[src/rtl/mc_ctrl_fsm.sv]
// Multicycle MIPS control FSM: IF/ID/EXE/MEM/WB sequencing with a memory wait-state watchdog.
// Control outputs are decoded from the current state and op/funct; reset forces every output low.
module mc_ctrl_fsm #(
  parameter int WAIT_LIMIT = 15
) (
  input  logic       clk,
  input  logic       rst,
  input  logic [5:0] op,
  input  logic [5:0] funct,
  input  logic       zero,
  input  logic       upover,
  input  logic       mem_ready,
  output logic       pc_wr,
  output logic [1:0] pc_src,
  output logic       ir_wr,
  output logic       i_or_d,
  output logic       mem_rd,
  output logic       mem_wr,
  output logic       reg_wr,
  output logic       reg_dst,
  output logic       mem_to_reg,
  output logic       alu_src_a,
  output logic [1:0] alu_src_b,
  output logic [1:0] alu_ctr,
  output logic       ext_op,
  output logic       illegal,
  output logic       ovf_trap,
  output logic       bus_err,
  output logic [2:0] state
);

  typedef enum logic [2:0] {
    S_IF  = 3'd0,
    S_ID  = 3'd1,
    S_EXE = 3'd2,
    S_MEM = 3'd3,
    S_WB  = 3'd4
  } state_t;

  localparam logic [5:0] OP_R   = 6'b000000;
  localparam logic [5:0] OP_ORI = 6'b001101;
  localparam logic [5:0] OP_LW  = 6'b100011;
  localparam logic [5:0] OP_SW  = 6'b101011;
  localparam logic [5:0] OP_BEQ = 6'b000100;
  localparam logic [5:0] OP_J   = 6'b000010;
  localparam logic [5:0] F_ADD  = 6'b100000;
  localparam logic [5:0] F_SUB  = 6'b100010;
  localparam logic [5:0] F_SLT  = 6'b101010;

  state_t     r_state, w_next;
  logic [7:0] r_wait_cnt, w_wait_nxt;
  logic       r_ovf_q;

  logic w_rtype, w_add, w_sub, w_slt, w_ori, w_lw, w_sw, w_beq, w_j, w_legal;
  logic w_mem_phase, w_wd_exp;

  assign w_rtype = (op == OP_R);
  assign w_add   = w_rtype && (funct == F_ADD);
  assign w_sub   = w_rtype && (funct == F_SUB);
  assign w_slt   = w_rtype && (funct == F_SLT);
  assign w_ori   = (op == OP_ORI);
  assign w_lw    = (op == OP_LW);
  assign w_sw    = (op == OP_SW);
  assign w_beq   = (op == OP_BEQ);
  assign w_j     = (op == OP_J);
  assign w_legal = w_add || w_sub || w_slt || w_ori || w_lw || w_sw || w_beq || w_j;

  // The expiry cycle itself is a dedicated abort cycle: request dropped, no writes.
  assign w_mem_phase = (r_state == S_IF) || (r_state == S_MEM);
  assign w_wd_exp    = w_mem_phase && (r_wait_cnt == 8'(WAIT_LIMIT));

  assign state = r_state;

  always_ff @(posedge clk or negedge rst) begin
    if (!rst) begin
      r_state    <= S_IF;
      r_wait_cnt <= '0;
      r_ovf_q    <= 1'b0;
    end else begin
      r_state    <= w_next;
      r_wait_cnt <= w_wait_nxt;
      r_ovf_q    <= (r_state == S_EXE) && w_add && upover;
    end
  end

  always_comb begin
    w_wait_nxt = '0;
    if (w_mem_phase && !w_wd_exp && !mem_ready && (w_next == r_state))
      w_wait_nxt = r_wait_cnt + 8'd1;
  end

  always_comb begin
    w_next     = r_state;
    pc_wr      = 1'b0;
    pc_src     = 2'b00;
    ir_wr      = 1'b0;
    i_or_d     = 1'b0;
    mem_rd     = 1'b0;
    mem_wr     = 1'b0;
    reg_wr     = 1'b0;
    reg_dst    = 1'b0;
    mem_to_reg = 1'b0;
    alu_src_a  = 1'b0;
    alu_src_b  = 2'b00;
    alu_ctr    = 2'b00;
    ext_op     = 1'b0;
    illegal    = 1'b0;
    ovf_trap   = 1'b0;
    bus_err    = 1'b0;
    if (rst) begin
      case (r_state)
        S_IF: begin
          alu_src_b = 2'b01;
          if (w_wd_exp) begin
            bus_err = 1'b1;
            w_next  = S_IF;
          end else begin
            mem_rd = 1'b1;
            if (mem_ready) begin
              ir_wr  = 1'b1;
              pc_wr  = 1'b1;
              w_next = S_ID;
            end
          end
        end
        S_ID: begin
          alu_src_b = 2'b11;
          ext_op    = 1'b1;
          if (w_j) begin
            pc_wr  = 1'b1;
            pc_src = 2'b10;
            w_next = S_IF;
          end else if (!w_legal) begin
            illegal = 1'b1;
            w_next  = S_IF;
          end else begin
            w_next = S_EXE;
          end
        end
        S_EXE: begin
          alu_src_a = 1'b1;
          w_next    = S_IF;
          if (w_rtype) begin
            alu_src_b = 2'b00;
            alu_ctr   = w_sub ? 2'b01 : (w_slt ? 2'b11 : 2'b00);
            w_next    = S_WB;
          end else if (w_ori) begin
            alu_src_b = 2'b10;
            alu_ctr   = 2'b10;
            w_next    = S_WB;
          end else if (w_lw || w_sw) begin
            alu_src_b = 2'b10;
            ext_op    = 1'b1;
            w_next    = S_MEM;
          end else if (w_beq) begin
            alu_src_b = 2'b00;
            alu_ctr   = 2'b01;
            pc_src    = 2'b01;
            pc_wr     = zero;
          end
        end
        S_MEM: begin
          i_or_d = 1'b1;
          if (w_wd_exp) begin
            bus_err = 1'b1;
            w_next  = S_IF;
          end else begin
            mem_rd = w_lw;
            mem_wr = w_sw;
            if (mem_ready) w_next = w_lw ? S_WB : S_IF;
          end
        end
        S_WB: begin
          reg_dst    = w_rtype;
          mem_to_reg = w_lw;
          reg_wr     = !r_ovf_q;
          ovf_trap   = r_ovf_q;
          w_next     = S_IF;
        end
        default: w_next = S_IF;
      endcase
    end
  end

endmodule

[config.mk]
export PLATFORM = sky130hd
export DESIGN_NAME = mc_ctrl_fsm
export DESIGN_NICKNAME = d
export VERILOG_FILES = /design/src/rtl/mc_ctrl_fsm.sv
export SDC_FILE = /design/constraint.sdc
export NUM_CORES = 1
export LEC_CHECK = 0
export BUFFER_PORTS_ARGS = -buffer_cell sky130_fd_sc_hd__buf_4
export CAP_MARGIN = 25
export CORE_UTILIZATION = 50
export DETAILED_ROUTE_END_ITERATION = 8
export GPL_TIMING_DRIVEN = 1
export PLACE_DENSITY = 0.95
export SYNTH_ARGS = -nofsm -noshare
export SYNTH_HDL_FRONTEND = slang
export SYNTH_SLANG_ARGS = --single-unit
[constraint.sdc]
create_clock -name clk -period 3.9 [get_ports clk]
set_input_delay 0.585 -clock clk [delete_from_list [all_inputs] [get_ports clk]]
set_output_delay 0.585 -clock clk [all_outputs]
set_load 0.05 [all_outputs]
==> results of run 1 <==
-- kinds of logic after synthesis --
family | share of synthesized area, %
compound gates | 13.83
xor+xnor | 7.517
fa+ha+maj | 1.342
buf+inv | 5.367
flops | 32.21
simple gates | 39.73
-- worst max-delay path, stage by stage, from the launching register on --
cell      delay, ps
dfrtp_1         450
nand2b_1        340
nand2b_2        320
inv_2            80
o211a_1         160
nor2b_1         130
buf_4           200
-- flip-flops by register name, summed over array words and instances, names as in the netlist --
register / flops
r_wait_cnt: 8
state: 3
r_ovf_q: 1
-- worst max path at each step --
stage / from / end / cells after the start
2_1_floorplan: state[1] / alu_ctr[1] / 6
3_3_place_gp: rst / alu_ctr[1] / 7
3_5_place_dp: rst / alu_ctr[1] / 7
4_1_cts: rst / alu_ctr[1] / 7
5_1_grt: state[2] / alu_ctr[1] / 6
6_report: state[2] / alu_ctr[1] / 6
-- where the power goes --
part	switching (mW)	internal, mW	total [mW]	leakage (nW)
Clock	0.0354	0.0356	0.0710	0.0138
Sequential	0.00667	0.129	0.136	0.165
Combinational	0.0640	0.0364	0.100	0.407
-- routing by layer --
layer | vias up | track usage (%) | routed length (µm)
met5 | - | 0 | 0
met4 | 0 | 6.667 | 27
met3 | 4 | 3.200 | 108
met2 | 39 | 49.28 | 1241
met1 | 454 | 27.94 | 908
li1 | 481 | - | -
-- cell type report --
| cell class | count | area (µm²) |
|---|---|---|
| tap | 25 | 31.28 |
| multi-input combinational | 93 | 581.8 |
| timing repair buffer | 38 | 285.3 |
| clock buffer | 3 | 22.52 |
| sequential | 12 | 300.3 |
| fill | 150 | 505.5 |
| inverter | 5 | 18.77 |
-- cells in the final DEF, fill, tap and decap left out, types with 2 or more instances in the layout --
master / instances
nand3_1: 7
xor2_1: 3
a21oi_2: 2
nor2_1: 19
o22ai_1: 3
a21oi_1: 4
nand2_1: 9
nor3_1: 8
clkbuf_4: 3
and3_1: 3
nor4b_1: 2
nor2b_1: 5
nand3b_1: 2
inv_1: 4
dfrtp_1: 12
buf_4: 38
nand2b_1: 2
xnor2_1: 5
-- per-stage QoR --
| stage | setup WS, ps | cells | cell area (µm²) |
|---|---|---|---|
| after floorplan | 915.6 | 116 | 932.1 |
| after global placement | 1384 | 173 | 1217 |
| after detailed placement | 1351 | 173 | 1217 |
| after CTS | 1348 | 176 | 1240 |
| after global routing | 1221 | 176 | 1240 |
| final | 1368 | 176 | 1240 |
==> flow_metrics.tcl, run 1 <==
set metrics [dict create \
    grt_util_all_layers_pct 25.19 \
    setup_viol 0 \
    ys_ff_latch 12 \
    endpoint_kind "output port" \
    cts_made_buffers 3 \
    die_y_um 45.18 \
    slew_headroom_pct 63.24 \
    synth_top_area_share_pct 32.21 \
    wl_per_cell_um 12.98 \
    cp.arrival_ps 1950 \
    grt_pass1_vias 931 \
    dieArea_um2 2041 \
    ys_top_cells_by_area "dfrtp_1 32%, nor2_1 7.7%, xnor2_1 4.7%, nor3_1 4.3%, nand3_1 3.8%" \
    finalCriticalPeriod_ps 2532 \
    leakagePower_nw 0.5851 \
    clk_pin_slew_ps 70 \
    finalHoldViolations 0 \
    timing.final.crit_share_pct 64.93 \
    finClkSkew_ps 4.506 \
    core_um2 1745 \
    post_cts_buffers 0 \
    regToRegStartpoint "state[2]" \
    final_core_util_pct 71.04 \
    synth_common_cells "19 x nor2_1, 12 x dfrtp_1, 9 x nand2_1, 8 x nor3_1, 7 x nand3_1" \
    drive_gt1_share_pct 33.11 \
    r2r_cells 5 \
    syn_nets 134 \
    critical_path_class "flop to output port" \
    rows 15 \
    post-dp-hpwl_um 1883 \
    postSynth.asyncResetShare_pct 100.0 \
    synth.yosys.warnings 0 \
    clkLatencyLatePin_ps 260 \
    r2r-end "state[2]" \
    synth_area_um2 932.1 \
    grt_pass1_wl_um 3836 \
    tritoncts "built" \
    dr.pass1.iters 4 \
    antenna_found_initial 0 \
    powerDensity_nw_per_um2 248.0 \
    clkSinkCount 12 \
    ys_seq_area_share_pct 32.21 \
    root_buffer "clkbuf_4" \
    hold_ws_ps 166.3 \
    drv_cap 0 \
    rsz0062_at_grt "no" \
    grt_max_degree 18 \
    syn_area_per_cell_um2 8.036 \
    vdd_drop_max_mv 0.1454 \
    synth_edf_count 0 \
    hold_path.class "input port to asynchronous set/reset pin" \
    syn-instance-count 116 \
    initial_core_util_pct 53.41 \
    ys_types 40 \
    crit_fanout 10 \
    drc 0 \
    synthFlopType "dfrtp_1" \
    worst-slew-pin-transition_ps 543.7 \
    yosysMostFrequentCell "nor2_1" \
    max_freq_mhz 394.9 \
    yosys.area.top_type "dfrtp_1" \
    outcome "finished clean" \
    gp_congestion 0.8507 \
    boundaryPins 39 \
    wirelength_um 2285 \
    clk_path_buf_depth 2 \
    grt_overflow 0 \
    finalSetupTns_ps 0 \
    drt_iter0_markers 43 \
    cts_resized 0 \
    reg2reg_slack_ps 2180 \
    cp.required_ps 3310 \
    drv_slew 0 \
    holdBufCountCts 0 \
    fin_nets 171 \
    num_vias 978 \
    routed_via_density 5.557 \
    htreeDepth 1 \
    port-buffer-count 38 \
    total_power_mw 0.3075 \
    crit_path_start_kind "flop" \
    area_growth_pct 33.02 \
    die_w_um 45.18 \
    ant_nets 0 \
    antennaDiodeCount 0 \
]
Power figures use the tool's default switching activity.
==> run 2: changes to the inputs <==
--- a/config.mk
+++ b/config.mk
@@ -5,12 +5,13 @@
 export SDC_FILE = /design/constraint.sdc
 export NUM_CORES = 1
 export LEC_CHECK = 0
+export ABC_AREA = 1
 export BUFFER_PORTS_ARGS = -buffer_cell sky130_fd_sc_hd__buf_4
 export CAP_MARGIN = 25
-export CORE_UTILIZATION = 50
+export CORE_UTILIZATION = 48
 export DETAILED_ROUTE_END_ITERATION = 8
 export GPL_TIMING_DRIVEN = 1
-export PLACE_DENSITY = 0.95
+export PLACE_DENSITY = 0.91
 export SYNTH_ARGS = -nofsm -noshare
 export SYNTH_HDL_FRONTEND = slang
 export SYNTH_SLANG_ARGS = --single-unit
==> constraint.sdc (replaced) <==
create_clock -name clk -period 2.57 [get_ports clk]
set_input_delay 0.3855 -clock clk [delete_from_list [all_inputs] [get_ports clk]]
set_output_delay 0.3855 -clock clk [all_outputs]
set_load 0.05 [all_outputs]
==> run 2 against run 1 <==
Utilization decreased by 0.74 points. Highest routed layer unchanged. Synthesized area increased by 5.9%. Non-clock buffer count increased by 1.
==> flow_metrics.tcl, run 2 <==
set metrics [dict create \
    slew_headroom_pct 70.75 \
    htreeDepth 1 \
    outcome "finished clean" \
    finalCriticalPeriod_ps 2464 \
    initial_core_util_pct 50.84 \
    finalHoldViolations 0 \
    internal_power_mw 0.3320 \
    p_sw_mw 0.1736 \
    syn_nets 170 \
    antenna_found_initial 0 \
    grt_max_degree 20 \
    rows 16 \
    final_core_util_pct 70.30 \
    syn-instance-count 152 \
    cts_resized 0 \
    worst-slew-pin-transition_ps 438.2 \
    antennaDiodeCount 0 \
    ys_seq_area_share_pct 30.42 \
    die_w_um 47.35 \
    finalSetupTns_ps 0 \
    cp.arrival_ps 2080 \
    drt_iter0_markers 19 \
    wirelength_um 2391 \
    vdd_drop_max_mv 0.3539 \
    yosys.area.top_type "dfrtp_1" \
    post_cts_buffers 0 \
    largest_register_ffs 8 \
    final_cell_area_um2 1365 \
    dieArea_um2 2242 \
    power_switching_share_pct 34.34 \
    final_cell_mix "38 x buf_4, 35 x nand2_1, 28 x nor2_1" \
    holdBufCountCts 1 \
    leakagePower_nw 0.7227 \
    grt_pass1_vias 907 \
    timing.final.crit_share_pct 95.88 \
    fin_nets 213 \
    synth_common_cells "35 x nand2_1, 30 x nor2_1, 26 x inv_1, 14 x nand3_1, 12 x dfrtp_1" \
    port-buffer-count 38 \
    clk_path_buf_depth 2 \
    final_common_cell "buf_4" \
    drv_cap 0 \
    root_buffer "clkbuf_4" \
    post-dp-hpwl_um 1971 \
    powerDensity_nw_per_um2 370.4 \
    placed_cell_area_um2 1319 \
    seqPwrFrac_pct 40.1 \
    area_growth_pct 38.28 \
    crit_path_start_kind "input port" \
    setup_viol 0 \
    routed_via_density 4.810 \
    fin_ws_ps 105.8 \
    drc 0 \
    wl_per_cell_um 10.82 \
    rsz0062_at_grt "no" \
    yosysMostFrequentCell "nand2_1" \
    grt_overflow 0 \
    ys_types 24 \
    power.clock.fraction_pct 30.1 \
    boundaryPins 39 \
    finClkSkew_ps 7.180 \
    postSynth.asyncResetShare_pct 100.0 \
    synth.yosys.warnings 0 \
    cp.required_ps 2180 \
    ys_ff_latch 12 \
    crit_fanout 19 \
    dr.pass1.iters 4 \
    clkLatencyLatePin_ps 280 \
    max_freq_mhz 405.8 \
    drive_gt1_share_pct 31.44 \
    comb_power_share_pct 29.9 \
    synth_top_area_share_pct 30.42 \
    tritoncts "built" \
    clkSinkCount 12 \
    grt_util_all_layers_pct 23.45 \
    grt_pass1_wl_um 3746 \
    critical_path_class "input port to output port" \
    synthFlopType "dfrtp_1" \
    ys_top_cells_by_area "dfrtp_1 30%, nand2_1 13%, nor2_1 11%, inv_1 9.9%, nand3_1 7.1%" \
    top_register "r_wait_cnt" \
    synth_area_um2 987.2 \
    drv_slew 0 \
    pre_cts_ws_ps 579.1 \
    hold_path.class "input port to flop" \
    ant_nets 0 \
    die_y_um 47.35 \
    total_power_mw 0.5056 \
    clk_pin_slew_ps 70 \
    endpoint_kind "output port" \
    syn_area_per_cell_um2 6.495 \
    gp_congestion 0.8411 \
    num_vias 1063 \
    synth_edf_count 0 \
    core_um2 1942 \
    cts_made_buffers 3 \
]
==> run 2: cell families after synthesis <==
group           after synthesis  synth area share, %
fa+ha+maj                     1                1.267
compound gates                7                3.928
buf+inv                      29                11.03
flops                        12                30.42
xor+xnor                      2                1.775
simple gates                101                51.59
==> run 2: final timing paths <==
check / from / end / slack [ps] / cells past startpoint
worst max-delay path: rst / alu_ctr[0] / 110 / 7
worst min-delay path: upover / r_ovf_q / 350 / 3
worst max register to register: r_wait_cnt[0] / state[0] / 1000 / 12
worst min register to register: r_wait_cnt[0] / r_wait_cnt[0] / 470 / 1
max in group asynchronous: rst / r_ovf_q / 1890 / 2
min in group asynchronous: rst / r_wait_cnt[1] / 490 / 2
==> run 2: layout make-up <==
cell class | instances | area (µm²)
clock buffer | 4 | 36.28
inverter | 28 | 105.1
timing repair buffer | 39 | 295.3
tap | 27 | 33.78
sequential | 12 | 300.3
fill | 163 | 576.8
multi-input combinational | 111 | 594.3
==> run 2: per-layer routing <==
layer | vias to the layer above | track usage, % | wire length (µm)
met2 | 25 | 41.37 | 1201
li1 | 558 | - | -
met4 | 0 | 5.143 | 24
met5 | - | 0 | 0
met3 | 2 | 2.308 | 80
met1 | 478 | 30.86 | 1084
==> run 2: worst max-delay path: stages <==
cell and delay (ps):
dlygate4sd3_1 530, buf_4 230, inv_1 250, nor2_4 200
nand2_1 110, o32ai_2 130, buf_4 240
==> run 2: stage by stage <==
stage	hold slack [ps]	std cells
2_1_floorplan	89.91	152
3_3_place_gp	250.0	216
3_5_place_dp	253.6	216
4_1_cts	348.1	221
5_1_grt	339.7	221
6_report	348.4	221
==> run 2: power groups by stage <==
stage	registers, mW	clock network [mW]	logic [mW]
after floorplan	0.213	0	0.0866
after global placement	0.206	0	0.147
after detailed placement	0.207	0	0.150
after CTS	0.203	0.153	0.152
after global routing	0.203	0.165	0.165
final	0.202	0.152	0.151
